### src/rtl/pipeline_run_control_if.sv
// Command channel from the debug host to the pipeline run controller.
//
// Handshake: a command (cmd_op, cmd_count) transfers on a rising clk edge
// where cmd_valid and cmd_ready are both high. The master holds cmd_op and
// cmd_count stable while cmd_valid is high. The slave raises cmd_ready
// whenever it is out of reset.
//
// Signals:
//   cmd_valid  master -> slave  command strobe
//   cmd_ready  slave -> master  command acceptance
//   cmd_op     master -> slave  00 NOP, 01 RUN, 10 HALT, 11 STEP
//   cmd_count  master -> slave  enabled-cycle count for STEP
interface pipeline_run_control_if #(
  parameter int CNT_W = 16
);
  logic             cmd_valid;
  logic             cmd_ready;
  logic [1:0]       cmd_op;
  logic [CNT_W-1:0] cmd_count;

  modport master (
    output cmd_valid,
    output cmd_op,
    output cmd_count,
    input  cmd_ready
  );

  modport slave (
    input  cmd_valid,
    input  cmd_op,
    input  cmd_count,
    output cmd_ready
  );
endinterface

### src/rtl/pipeline_run_control.sv
// Run/halt/step controller for the five-stage pipeline.
//
// Drives pipe_en, the single clock-enable for the PC and the IF_ID, ID_EX,
// EX_MEM and MEM_WB registers. A debug host can freeze, resume or single-step
// the datapath, and an instruction-address breakpoint on the IF-stage PC halts
// it before the matching instruction is latched into IF_ID.
//
// Ports:
//   clk          system clock, rising edge
//   rst_n        asynchronous active-low reset
//   cmd          command channel (slave side): valid/ready/op/count
//   bp_en        breakpoint enable
//   bp_addr      breakpoint PC
//   pc_if        PC currently presented to instruction memory
//   pipe_en      clock-enable for PC and all pipeline registers
//   state        00 HALTED, 01 RUNNING, 10 STEPPING
//   done_pulse   one-cycle pulse: STEP completed or breakpoint halted
//   bp_hit       sticky: the last halt was caused by the breakpoint
//   cmd_err      one-cycle pulse: RUN/STEP issued while not HALTED
//   cycle_count  number of edges with pipe_en = 1 (wraps)
module pipeline_run_control #(
  parameter int CNT_W = 16
) (
  input  logic                          clk,
  input  logic                          rst_n,
  pipeline_run_control_if.slave         cmd,
  input  logic                          bp_en,
  input  logic [31:0]                   bp_addr,
  input  logic [31:0]                   pc_if,
  output logic                          pipe_en,
  output logic [1:0]                    state,
  output logic                          done_pulse,
  output logic                          bp_hit,
  output logic                          cmd_err,
  output logic [31:0]                   cycle_count
);

  typedef enum logic [1:0] {
    S_HALTED   = 2'b00,
    S_RUNNING  = 2'b01,
    S_STEPPING = 2'b10
  } state_t;

  localparam logic [1:0] OP_RUN  = 2'b01;
  localparam logic [1:0] OP_HALT = 2'b10;
  localparam logic [1:0] OP_STEP = 2'b11;

  state_t           state_q, state_d;
  logic [CNT_W-1:0] remaining_q, remaining_d;
  logic             skip_q, skip_d;
  logic             bp_hit_d;
  logic             done_d;
  logic             err_d;

  logic             accept;
  logic             acc_run, acc_halt, acc_step;
  logic             active;
  logic             bp_match;

  // Ready is tied to reset so it drops immediately when reset asserts.
  assign cmd.cmd_ready = rst_n;

  assign state = state_q;

  // ---------------------------------------------------------------------
  // State register
  // ---------------------------------------------------------------------
  always_ff @(posedge clk or negedge rst_n) begin
    if (!rst_n) begin
      state_q <= S_HALTED;
    end else begin
      state_q <= state_d;
    end
  end

  // ---------------------------------------------------------------------
  // Output / decode logic (combinational)
  // ---------------------------------------------------------------------
  always_comb begin
    accept   = cmd.cmd_valid & cmd.cmd_ready;
    acc_run  = accept & (cmd.cmd_op == OP_RUN);
    acc_halt = accept & (cmd.cmd_op == OP_HALT);
    acc_step = accept & (cmd.cmd_op == OP_STEP);
    active   = (state_q == S_RUNNING) | (state_q == S_STEPPING);
    // skip masks the match for the first enabled cycle after a resume, so
    // execution can leave a breakpoint PC without re-triggering on it.
    bp_match = bp_en & (pc_if == bp_addr) & ~skip_q;
    // A match blocks the enable in the same cycle, so the instruction at
    // bp_addr never reaches IF_ID.
    pipe_en  = active & ~bp_match;
  end

  // ---------------------------------------------------------------------
  // Next-state logic
  // ---------------------------------------------------------------------
  always_comb begin
    state_d     = state_q;
    remaining_d = remaining_q;
    skip_d      = skip_q;
    bp_hit_d    = bp_hit;
    done_d      = 1'b0;
    err_d       = 1'b0;

    if (pipe_en) begin
      skip_d = 1'b0;
    end
    if ((state_q == S_STEPPING) && pipe_en) begin
      remaining_d = remaining_q - 1'b1;
    end

    case (state_q)
      S_HALTED: begin
        if (acc_run) begin
          state_d  = S_RUNNING;
          skip_d   = 1'b1;
          bp_hit_d = 1'b0;
        end else if (acc_step) begin
          skip_d   = 1'b1;
          bp_hit_d = 1'b0;
          if (cmd.cmd_count == '0) begin
            // Zero-length step completes at once with no enabled cycle.
            done_d = 1'b1;
          end else begin
            state_d     = S_STEPPING;
            remaining_d = cmd.cmd_count;
          end
        end
      end

      S_RUNNING, S_STEPPING: begin
        // RUN/STEP while active is dropped; only the error pulse remains.
        err_d = acc_run | acc_step;
        if (bp_match) begin
          // Breakpoint wins over a simultaneous HALT so the host still
          // learns why the pipeline stopped.
          state_d     = S_HALTED;
          bp_hit_d    = 1'b1;
          done_d      = 1'b1;
          remaining_d = '0;
        end else if (acc_halt) begin
          // HALT on the final step cycle suppresses the completion pulse.
          state_d     = S_HALTED;
          remaining_d = '0;
        end else if ((state_q == S_STEPPING) && (remaining_q == {{(CNT_W-1){1'b0}}, 1'b1})) begin
          state_d     = S_HALTED;
          done_d      = 1'b1;
          remaining_d = '0;
        end
      end

      default: begin
        state_d     = S_HALTED;
        remaining_d = '0;
      end
    endcase
  end

  // ---------------------------------------------------------------------
  // Datapath registers
  // ---------------------------------------------------------------------
  always_ff @(posedge clk or negedge rst_n) begin
    if (!rst_n) begin
      remaining_q <= '0;
      skip_q      <= 1'b0;
      bp_hit      <= 1'b0;
      done_pulse  <= 1'b0;
      cmd_err     <= 1'b0;
      cycle_count <= '0;
    end else begin
      remaining_q <= remaining_d;
      skip_q      <= skip_d;
      bp_hit      <= bp_hit_d;
      done_pulse  <= done_d;
      cmd_err     <= err_d;
      if (pipe_en) begin
        cycle_count <= cycle_count + 32'd1;
      end
    end
  end

endmodule

### src/flat_wrapper.sv
// flat-port wrapper written by rule: the top's interface ports become plain ports
module pipeline_run_control_flat 
#(
  parameter int CNT_W = 16
)
  (clk, rst_n, bp_en, bp_addr, pc_if, pipe_en, state, done_pulse, bp_hit, cmd_err, cycle_count, cmd_cmd_valid, cmd_cmd_op, cmd_cmd_count, cmd_cmd_ready);
  pipeline_run_control_if #(.CNT_W(CNT_W)) cmd_i ();
  input  logic clk;
  input  logic rst_n;
  input  logic bp_en;
  input  logic [31:0] bp_addr;
  input  logic [31:0] pc_if;
  output logic pipe_en;
  output logic [1:0] state;
  output logic done_pulse;
  output logic bp_hit;
  output logic cmd_err;
  output logic [31:0] cycle_count;
  input wire logic [$bits(cmd_i.cmd_valid)-1:0] cmd_cmd_valid;
  input wire logic [$bits(cmd_i.cmd_op)-1:0] cmd_cmd_op;
  input wire logic [$bits(cmd_i.cmd_count)-1:0] cmd_cmd_count;
  output wire logic [$bits(cmd_i.cmd_ready)-1:0] cmd_cmd_ready;
  assign cmd_i.cmd_valid = cmd_cmd_valid;
  assign cmd_i.cmd_op = cmd_cmd_op;
  assign cmd_i.cmd_count = cmd_cmd_count;
  assign cmd_cmd_ready = cmd_i.cmd_ready;
  pipeline_run_control #(.CNT_W(CNT_W)) u_core (.clk(clk), .rst_n(rst_n), .cmd(cmd_i), .bp_en(bp_en), .bp_addr(bp_addr), .pc_if(pc_if), .pipe_en(pipe_en), .state(state), .done_pulse(done_pulse), .bp_hit(bp_hit), .cmd_err(cmd_err), .cycle_count(cycle_count));
endmodule
### config.mk
export PLATFORM = sky130hd
export DESIGN_NAME = pipeline_run_control_flat
export DESIGN_NICKNAME = d
export VERILOG_FILES = /design/src/rtl/pipeline_run_control_if.sv /design/src/rtl/pipeline_run_control.sv /design/src/flat_wrapper.sv
export SDC_FILE = /design/constraint.sdc
export NUM_CORES = 1
export LEC_CHECK = 0
export BUFFER_PORTS_ARGS = -buffer_cell sky130_fd_sc_hd__buf_2
export CAP_MARGIN = 20
export CORE_MARGIN = 8
export CORE_UTILIZATION = 53
export CTS_BUF_LIST = sky130_fd_sc_hd__clkbuf_8
export DETAILED_ROUTE_END_ITERATION = 16
export PLACE_DENSITY = 0.83
export SYNTH_ARGS = -nofsm -noshare
export SYNTH_HDL_FRONTEND = slang
export SYNTH_SLANG_ARGS = --single-unit
### constraint.sdc
create_clock -name clk -period 2.55 [get_ports clk]
set_input_delay 0.1275 -clock clk [delete_from_list [all_inputs] [get_ports clk]]
set_output_delay 0.1275 -clock clk [all_outputs]
set_load 0.1 [all_outputs]
==> run_results.csv, run 1 <==
group,metric,value,unit
clock_network,cts_max_level,2,
sta,fin_hold_ws,0.0223,ns
logic_synthesis,synth_area,3850,um2
floorplanning,die_area,10200,um2
global_routing,gr-total-overflow,0,
drt,detail-route-antenna-nets,0,
floorplanning,start_util,0.539,
logic_synthesis,synth_area_per_cell,9.53,um2
logic_synthesis,ys_ff_latch,54,
logic_synthesis,syn-num-nets,496,
sta,slew_headroom,0.361,
sta,min_period,2.34,ns
global_routing,track_usage,0.221,
floorplanning,ios,125,
setup_path,rr_worst_depth,6,
finish,layout_commonest_cell,"buf_2",
logic_synthesis,ys_seq_area_frac,0.351,
flow_run,cap_violations,0,
floorplanning,fp.dieH,101,um
place,hpwl,8.52,mm
power_and_ir_drop,power,3.81,mW
setup_path,critPathMaxFanout,5,
sta,rsz0062_at_grt,"false",
finish,finalInstanceArea,4670,um2
global_routing,antenna_found_initial,0,
power_and_ir_drop,vdd_ir_drop_max,0.792,mV
drt,first_iter_violations,299,
setup_path,startpoint_type,"flop",
place,io_buffers,124,
logic_synthesis,yosysWarnings,0,
logic_synthesis,synth_cells,404,
clock_network,cts_tree,"yes",
drt,finalWirelength,11.2,mm
sta,setup_tns,0,ns
finish,layout-drive-gt1-share,0.338,
global_routing,grt_max_degree,56,
finish,syn2layout_area_growth,21.2,%
drt,firstDrtPassIters,5,
sta,worst_slew_pin_slew,0.958,ns
clock_network,clk-insertion-delay-late,0.31,ns
sta,slew_violations,0,
setup_path,reg2reg_slack,0.21,ns
sta,skew,0.00911,ns
logic_synthesis,yosysTopAreaCell,"dfrtp_1",
logic_synthesis,yosysTopAreaCellShare,0.351,
setup_path,worstReg2RegEnd,"u_core.remaining_q[7]$_DFF_PN0_",
sta,period_share,0.918,
clock_network,root_buffer,"clkbuf_8",
clock_network,cts_sinks,54,
logic_synthesis,synth_cell_types,58,
sta,finalSetupViolations,0,
setup_path,worstPathRequired,2.75,ns
logic_synthesis,synthArstFlopShare,1.00,
logic_synthesis,ys_top_cells_by_area,"dfrtp_1 (35%), xnor2_1 (9.8%), a2111oi_2 (3.9%), and4_1 (3.9%), xor2_1 (3.6%)",
finish,antenna_cells,0,
logic_synthesis,synth_edf_count,0,
sta,timing.fmax,0.427,GHz
setup_path,worstReg2RegStart,"u_core.state[0]$_DFFE_PN0P_",
setup_path,endpoint_kind,"flop",
power_and_ir_drop,leakage,2.00,nW
drt,drc_errors,0,
setup_path,crit_arrival,2.54,ns
setup_path,critPathKind,"reg2reg",
drt,wl_per_cell,18.2,um
sta,hold_viol,0,
drt,viasPerCell,6.13,
finish,fin_util,0.654,
clock_network,clockBufferDepth,2,
floorplanning,core,7140,um2
floorplanning,die_w,101,um
place,placed_area,4540,um2
place,gp_congestion,0.881,
global_routing,grt_pass1_vias,3970,
logic_synthesis,ys.flop_type,"dfrtp_1",
floorplanning,rows,31,
worst_hold_path,hold_class,"in2async",
finish,layout_common_cells,"buf_2 (123), dfrtp_1 (44), xnor2_1 (43)",
drt,num_vias,3796,
power_and_ir_drop,power_density,817,nW/um2
clock_network,clk_pin_slew,0.10,ns
finish,nets,611,
global_routing,grt_pass1_wl,18.4,mm
clock_network,cts_made_buffers,5,
outcome,outcome,"finished clean",
cells in the mapped netlist, drive strengths merged (13+ instances only):
cell type / instances
a2111oi: 15
a21oi: 17
a221oi: 16
and3: 14
and4: 17
buf: 18
dfrtp: 54
inv: 15
nand2: 30
nand3: 16
nand4: 21
nor2: 13
nor3: 14
nor4: 18
xnor2: 43
xor2: 16
layout make-up:
type	instances	area (um2)
Inverter	15	56.3
Fill cell	605	2470
Multi-Input combinational cell	310	2300
Clock inverter	3	42.5
Sequential cell	54	1360
Tap cell	99	124
Clock buffer	5	68.8
Timing Repair Buffer	133	707
where the power goes:
part	internal [mW]	switching [mW]	total, mW
Combinational	0.662	1.37	2.03
Sequential	1.01	0.176	1.19
Clock	0.292	0.296	0.588
per-stage QoR:
step | worst slack [ns] | cells
after detailed placement | 0.186 | 611
after CTS | 0.0740 | 619
after global routing | 0.0187 | 619
final | 0.209 | 619
after floorplan | 0.00246 | 404
after global placement | 0.320 | 611
flip-flops by register name, indices dropped and copies added (netlist names):
name / cells
u_core.bp_hit: 1
u_core.cmd_err: 1
u_core.cycle_count: 32
u_core.state: 2
u_core.skip_q: 1
u_core.remaining_q: 16
u_core.done_pulse: 1
per-layer routing:
metal,share of wire,vias up,global-route usage
met5,0,-,0
met4,0.035,0,0.112
li1,-,1762,-
met2,0.48,195,0.373
met1,0.41,1808,0.252
met3,0.079,31,0.0570
worst max-delay path, cell delays in order, from the launching register on:
cell and delay, ns:
dfrtp_2 0.39, inv_1 0.07, ha_1 0.39, or4b_2 0.61
nor4_1 0.27, a221oi_1 0.15, a2111oi_2 0.35
worst max path at each step:
stage | slack (ns) | cells past startpoint | start | end
6_report | 0.21 | 6 | u_core.state[0]$_DFFE_PN0P_ | u_core.remaining_q[7]$_DFF_PN0_
5_1_grt | 0.02 | 7 | u_core.state[0]$_DFFE_PN0P_ | u_core.remaining_q[9]$_DFF_PN0_
3_3_place_gp | 0.32 | 6 | u_core.remaining_q[10]$_DFF_PN0_ | u_core.remaining_q[0]$_DFF_PN0_
4_1_cts | 0.07 | 8 | u_core.skip_q$_DFF_PN0_ | pipe_en
2_1_floorplan | 0.002 | 6 | u_core.state[0]$_DFFE_PN0P_ | u_core.remaining_q[7]$_DFF_PN0_
3_5_place_dp | 0.19 | 8 | bp_addr[0] | u_core.remaining_q[3]$_DFF_PN0_
timing repair:
action,4_1_cts,5_1_grt
gates resized for setup,0,3
setup endpoints to repair,0,1
hold buffers,0,0
setup buffers,0,0
kinds of logic (layout without fill, tap and decap cells):
kind of cell	Yosys count	after routing	share of synthesized area
muxes	1	1	0.00292
xor gates and xnor gates	59	59	0.134
adders and majority gates	6	6	0.0195
DFF	54	54	0.351
buffers and inverters	40	156	0.0523
and+or+nand+nor	180	180	0.281
AOI/OAI and AO/OA	64	64	0.159
Note: power is estimated with default switching activity, not from simulation.
==> inputs of run 2 (changes only) <==
==> constraint.sdc (replaced) <==
create_clock -name clk -period 2.55 [get_ports clk]
set_input_delay 0.3825 -clock clk [delete_from_list [all_inputs] [get_ports clk]]
set_output_delay 0.3825 -clock clk [all_outputs]
set_load 0.1 [all_outputs]
==> run 2 against run 1 <==
- non-clock buffer count rose by 4
- sequential cell count did not move
- sequential share of layout area fell by 0.16 points
- final cell count rose by 0.65%
- combinational power barely moved
- sequential power barely moved
- core utilization rose by 0.37 points
- hold slack improved by 0.054 ns
- fmax fell by 3.4%
- first-iteration DRC count rose by 1.3%
- critical path type is now in2out
- highest routed layer unchanged
==> run_results.csv, run 2 (synthesis results as in run 1) <==
group,metric,value,unit
outcome,outcome,"finished clean",
sta,min_period,2.42,ns
global_routing,track_usage,0.212,
place,gp_congestion,0.902,
global_routing,use_met2,0.369,
setup_path,cpMaxStageDelayCell,"a2111oi_0",
clock_network,root_buffer,"clkbuf_8",
place,io_buffers,124,
finish,antenna_cells,0,
power_and_ir_drop,power,3.72,mW
setup_path,worstPathCellList,"buf_2 -> nor2b_1 -> a2111oi_0 -> nor4bb_1 -> nand4_1 -> nand2_1 -> inv_1 -> buf_2",
finish,layout-drive-gt1-share,0.344,
floorplanning,fp.dieH,101,um
sta,slew_violations,0,
floorplanning,rows,31,
finish,finalInstanceArea,4690,um2
floorplanning,die_w,101,um
flow_run,cap_violations,0,
global_routing,gr-total-overflow,0,
clock_network,postCtsSetupBuffers,0,
sta,finalSetupViolations,0,
global_routing,grtUsageMet3,0.0577,
sta,period_share,0.951,
setup_path,crit_arrival,2.04,ns
drt,wl_per_cell,17.5,um
drt,firstDrtPassIters,4,
global_routing,grt-busiest-layer,"met2",
place,placed_area,4600,um2
finish,regMostFlops,"u_core.cycle_count",
finish,instances_no_fill,623,
finish,nets,615,
sta,rsz0062_at_grt,"false",
clock_network,cts_max_level,2,
clock_network,cts_made_buffers,5,
clock_network,clk-insertion-delay-late,0.31,ns
sta,slew_headroom,0.361,
sta,fin_hold_ws,0.0768,ns
setup_path,max_stage_delay,0.40,ns
setup_path,endpoint_kind,"output port",
clock_network,cts_tree,"yes",
finish,layout_common_cells,"buf_2 (123), dfrtp_1 (44), xnor2_1 (43)",
setup_path,worstPathRequired,2.17,ns
setup_path,cp-startpoint,"bp_addr[0]",
global_routing,antenna_found_initial,0,
setup_path,critPathKind,"in2out",
clock_network,clockBufferDepth,2,
sta,worst_slew_pin_slew,0.959,ns
sta,timing.fmax,0.412,GHz
floorplanning,start_util,0.539,
setup_path,rr_worst_depth,6,
sta,setup_tns,0,ns
sta,hold_viol,0,
floorplanning,die_area,10200,um2
global_routing,grt_max_degree,57,
setup_path,worstReg2RegStart,"u_core.state[1]$_DFFE_PN0P_",
setup_path,startpoint_type,"input port",
power_and_ir_drop,leakage,2.02,nW
power_and_ir_drop,power_density,792,nW/um2
floorplanning,core,7140,um2
place,dp.cells,615,
worst_hold_path,hold_class,"in2async",
sta,skew,0.00355,ns
finish,layout_commonest_cell,"buf_2",
setup_path,critical_path.most_common_cell,"buf_2",
floorplanning,ios,125,
global_routing,grt_use_met1,0.250,
global_routing,grt_pass1_vias,3880,
clock_network,cts_sinks,54,
power_and_ir_drop,vdd_ir_drop_max,0.624,mV
drt,detail-route-antenna-nets,0,
clock_network,clk_pin_slew,0.10,ns
finish,largest_reg_flops,32,
place,hpwl,8.41,mm
setup_path,critPathMaxFanout,2,
global_routing,grt_pass1_wl,17.8,mm
finish,syn2layout_area_growth,21.9,%
drt,viasPerCell,6.03,
drt,drc_errors,0,
drt,first_iter_violations,303,
drt,num_vias,3755,
drt,finalWirelength,10.9,mm
[run 2: changes by cell type in the layout (fill, tap and decap cells not counted)]
| cell | delta |
|---|---|
| clkinv_2 | +1 |
| buf_6 | -1 |
| inv_6 | +1 |
| buf_12 | +2 |
| buf_4 | +4 |
| clkbuf_4 | -1 |
| clkinv_4 | -1 |
| bufinv_16 | -1 |
[run 2: through the flow]
step	utilization	worst slack, ns
floorplan	-	-0.0925
global placement	0.644	0.131
detailed placement	0.644	0.0629
CTS	0.657	0.0612
global route	0.657	0.0175
finish	0.657	0.126
[run 2: worst max-delay path: cells and delay by family]
kind                   cells  cell delay, ns
and+or+nand+nor            4            0.82
AOI/OAI and AO/OA          1            0.40
buffers and inverters      3            0.42
[run 2: cell type report]
cell class | count | area (um2)
Clock buffer | 5 | 68.8
Inverter | 15 | 56.3
Clock inverter | 3 | 17.5
Multi-Input combinational cell | 310 | 2300
Fill cell | 605 | 2440
Tap cell | 99 | 124
Sequential cell | 54 | 1360
Timing Repair Buffer | 137 | 758
[run 2: worst paths after layout]
path / endpoint / slack (ns)
min reg2reg: u_core.cycle_count[31]$_DFFE_PN0N_ / 0.48
max: pipe_en / 0.13
min in group clk: u_core.remaining_q[1]$_DFF_PN0_ / 0.38
min: u_core.remaining_q[14]$_DFF_PN0_ / 0.08
max in group asynchronous: u_core.state[0]$_DFFE_PN0P_ / 1.88
max reg2reg: u_core.remaining_q[7]$_DFF_PN0_ / 0.21
[run 2: layer usage]
| layer | routed length (um) | share of wire |
|---|---|---|
| met5 | 0 | 0 |
| met4 | 143 | 0.013 |
| met3 | 769 | 0.070 |
| met2 | 5440 | 0.50 |
| met1 | 4560 | 0.42 |
[run 2: timing repair]
item / in CTS / in global routing
setup endpoints to repair: 0 / 1
resized for setup: 0 / 1
hold endpoints to repair: 0 / 0
hold buffers: 0 / 0
[run 2: power breakdown]
group / switching [mW] / total (mW) / leakage (nW) / internal [mW]
combinational: 1.35 / 2.04 / 1.29 / 0.683
sequential: 0.177 / 1.19 / 0.679 / 1.01
clock: 0.298 / 0.491 / 0.0497 / 0.193
==> inputs of run 3 (changes only) <==
CORE_UTILIZATION = 50   (was 53)
CTS_BUF_LIST = sky130_fd_sc_hd__clkbuf_16   (was sky130_fd_sc_hd__clkbuf_8)
PLACE_DENSITY = 0.79   (was 0.83)
SLEW_MARGIN = 20   (was unset)
==> run 3 against run 2 <==
- wire length is 0.78% lower
- combinational power hardly changed
- final area is 1.6% higher
- hold slack better by 0.023 ns
- count of clock-buffer cells in the layout stayed put
- clock skew is 0.0032 ns higher
- clock power is 60% higher
- fmax is 3.0% higher
- non-clock buffer count stayed put
- largest cell class unchanged
==> run_results.csv, run 3 (synthesis results as in run 1) <==
group,metric,value,unit
place,hpwl,8.44,mm
finish,instances_no_fill,626,
sta,timing.fmax,0.425,GHz
place,io_buffers,124,
clock_network,cts_tree,"yes",
worst_hold_path,hold_class,"in2async",
sta,rsz0062_at_grt,"true",
sta,min_period,2.35,ns
power_and_ir_drop,vdd_ir_drop_max,0.454,mV
floorplanning,rows,32,
setup_path,crit_arrival,2.53,ns
sta,finalSetupViolations,0,
setup_path,endpoint_kind,"flop",
place,dp.cells,618,
floorplanning,core,7610,um2
clock_network,cts_sinks,54,
finish,layout_common_cells,"buf_2 (124), dfrtp_1 (44), xnor2_1 (43)",
sta,worst_slew_pin_slew,0.943,ns
finish,largest_reg_flops,32,
drt,met2WireLength,5.38,mm
clock_network,root_buffer,"clkbuf_16",
setup_path,startpoint_type,"flop",
drt,detail-route-antenna-nets,0,
drt,drt-met1-wl,4.50,mm
clock_network,hold_buffers,0,
global_routing,grt_pass1_vias,3813,
sta,skew,0.00679,ns
finish,layout_commonest_cell,"buf_2",
clock_network,clk_pin_slew,0.07,ns
finish,syn2layout_area_growth,23.8,%
power_and_ir_drop,power_density,843,nW/um2
finish,antenna_cells,0,
floorplanning,die_w,104,um
global_routing,antenna_found_initial,0,
sta,fin_hold_ws,0.100,ns
place,gp_congestion,0.879,
drt,wl_per_cell,17.3,um
setup_path,rr_worst_depth,8,
drt,num_vias,3672,
sta,hold_viol,0,
drt,top_layer,"met4",
drt,firstDrtPassIters,4,
clock_network,clockBufferDepth,2,
clock_network,postCtsSetupBuffers,0,
setup_path,worstPathRequired,2.73,ns
global_routing,grt_pass1_wl,18.3,mm
flow_run,cap_violations,0,
floorplanning,start_util,0.506,
finish,layout-drive-gt1-share,0.345,
drt,wl_met3,724,um
floorplanning,ios,125,
sta,slew_headroom,0.371,
clock_network,cts_made_buffers,5,
finish,regMostFlops,"u_core.cycle_count",
sta,slew_violations,0,
finish,nets,615,
sta,period_share,0.923,
global_routing,grt_max_degree,57,
setup_path,critPathMaxFanout,6,
floorplanning,fp.dieH,104,um
global_routing,track_usage,0.200,
setup_path,cp-startpoint,"u_core.state[1]$_DFFE_PN0P_",
clock_network,cts_max_level,2,
power_and_ir_drop,leakage,2.05,nW
drt,viasPerCell,5.87,
finish,fillers,664,
setup_path,worstReg2RegEnd,"u_core.remaining_q[9]$_DFF_PN0_",
outcome,outcome,"finished clean",
drt,drc_errors,0,
setup_path,reg2reg_slack,0.20,ns
drt,first_iter_violations,242,
global_routing,gr-total-overflow,0,
setup_path,worstReg2RegStart,"u_core.state[1]$_DFFE_PN0P_",
drt,finalWirelength,10.8,mm
floorplanning,die_area,10800,um2
setup_path,critPathKind,"reg2reg",
clock_network,clk-insertion-delay-late,0.29,ns
## run 3: area by class of cell
type,count,area [um2],area share
clock buffer,5,125,0.0262
clock inverter,3,47.5,0.00997
inverter,15,56.3,0.0118
multi-input combinational,310,2300,0.483
sequential,54,1360,0.286
tap,102,128,0.0268
timing repair buffer,137,743,0.156
## run 3: stage by stage
| step | util | setup WS, ns | power, mW | TNS, ns | area [um2] |
|---|---|---|---|---|---|
| global route | 0.627 | -0.00810 | 4.26 | -0.00810 | 4770 |
| CTS | 0.626 | 0.0889 | 4.03 | 0 | 4760 |
| floorplan | - | -0.0925 | 2.77 | -0.0925 | 3860 |
| finish | 0.627 | 0.196 | 4.02 | 0 | 4770 |
| detailed placement | 0.603 | 0.000514 | 3.23 | 0 | 4590 |
| global placement | 0.603 | 0.0769 | 3.19 | 0 | 4590 |
## run 3: report_power, final
group | internal, mW | leakage, nW | switching (mW) | total (mW)
Clock | 0.469 | 0.0844 | 0.319 | 0.788
Sequential | 1.02 | 0.679 | 0.180 | 1.20
Combinational | 0.705 | 1.29 | 1.33 | 2.04
## run 3: metal layers
layer,global-route usage,vias to the layer above
met4,0.0651,0
met2,0.345,150
met5,0,-
met3,0.0508,16
met1,0.236,1740
li1,-,1766
## run 3: how the worst max path moves through the flow
stage                                 endpoint  slack (ns)  depth (start not counted)
3_5_place_dp   u_core.remaining_q[5]$_DFF_PN0_      0.0005                          8
6_report       u_core.remaining_q[9]$_DFF_PN0_        0.20                          8
4_1_cts        u_core.remaining_q[7]$_DFF_PN0_        0.09                          6
2_1_floorplan                          pipe_en       -0.09                          5
3_3_place_gp   u_core.remaining_q[5]$_DFF_PN0_        0.08                          8
5_1_grt        u_core.remaining_q[6]$_DFF_PN0_      -0.008                          7
## run 3: worst max-delay path, cell delays in order, from the launching register on
cell and delay (ns):
dfrtp_2 0.41, inv_1 0.07, ha_1 0.32, buf_4 0.14
and2_0 0.29, nand4_1 0.22, nor3_1 0.29, a221oi_1 0.14
a2111oi_2 0.36
## run 3: what timing repair did
item,in CTS,in global routing
endpoints found under the setup margin,0,2
endpoints found under the hold margin,0,0
resized for setup,0,1
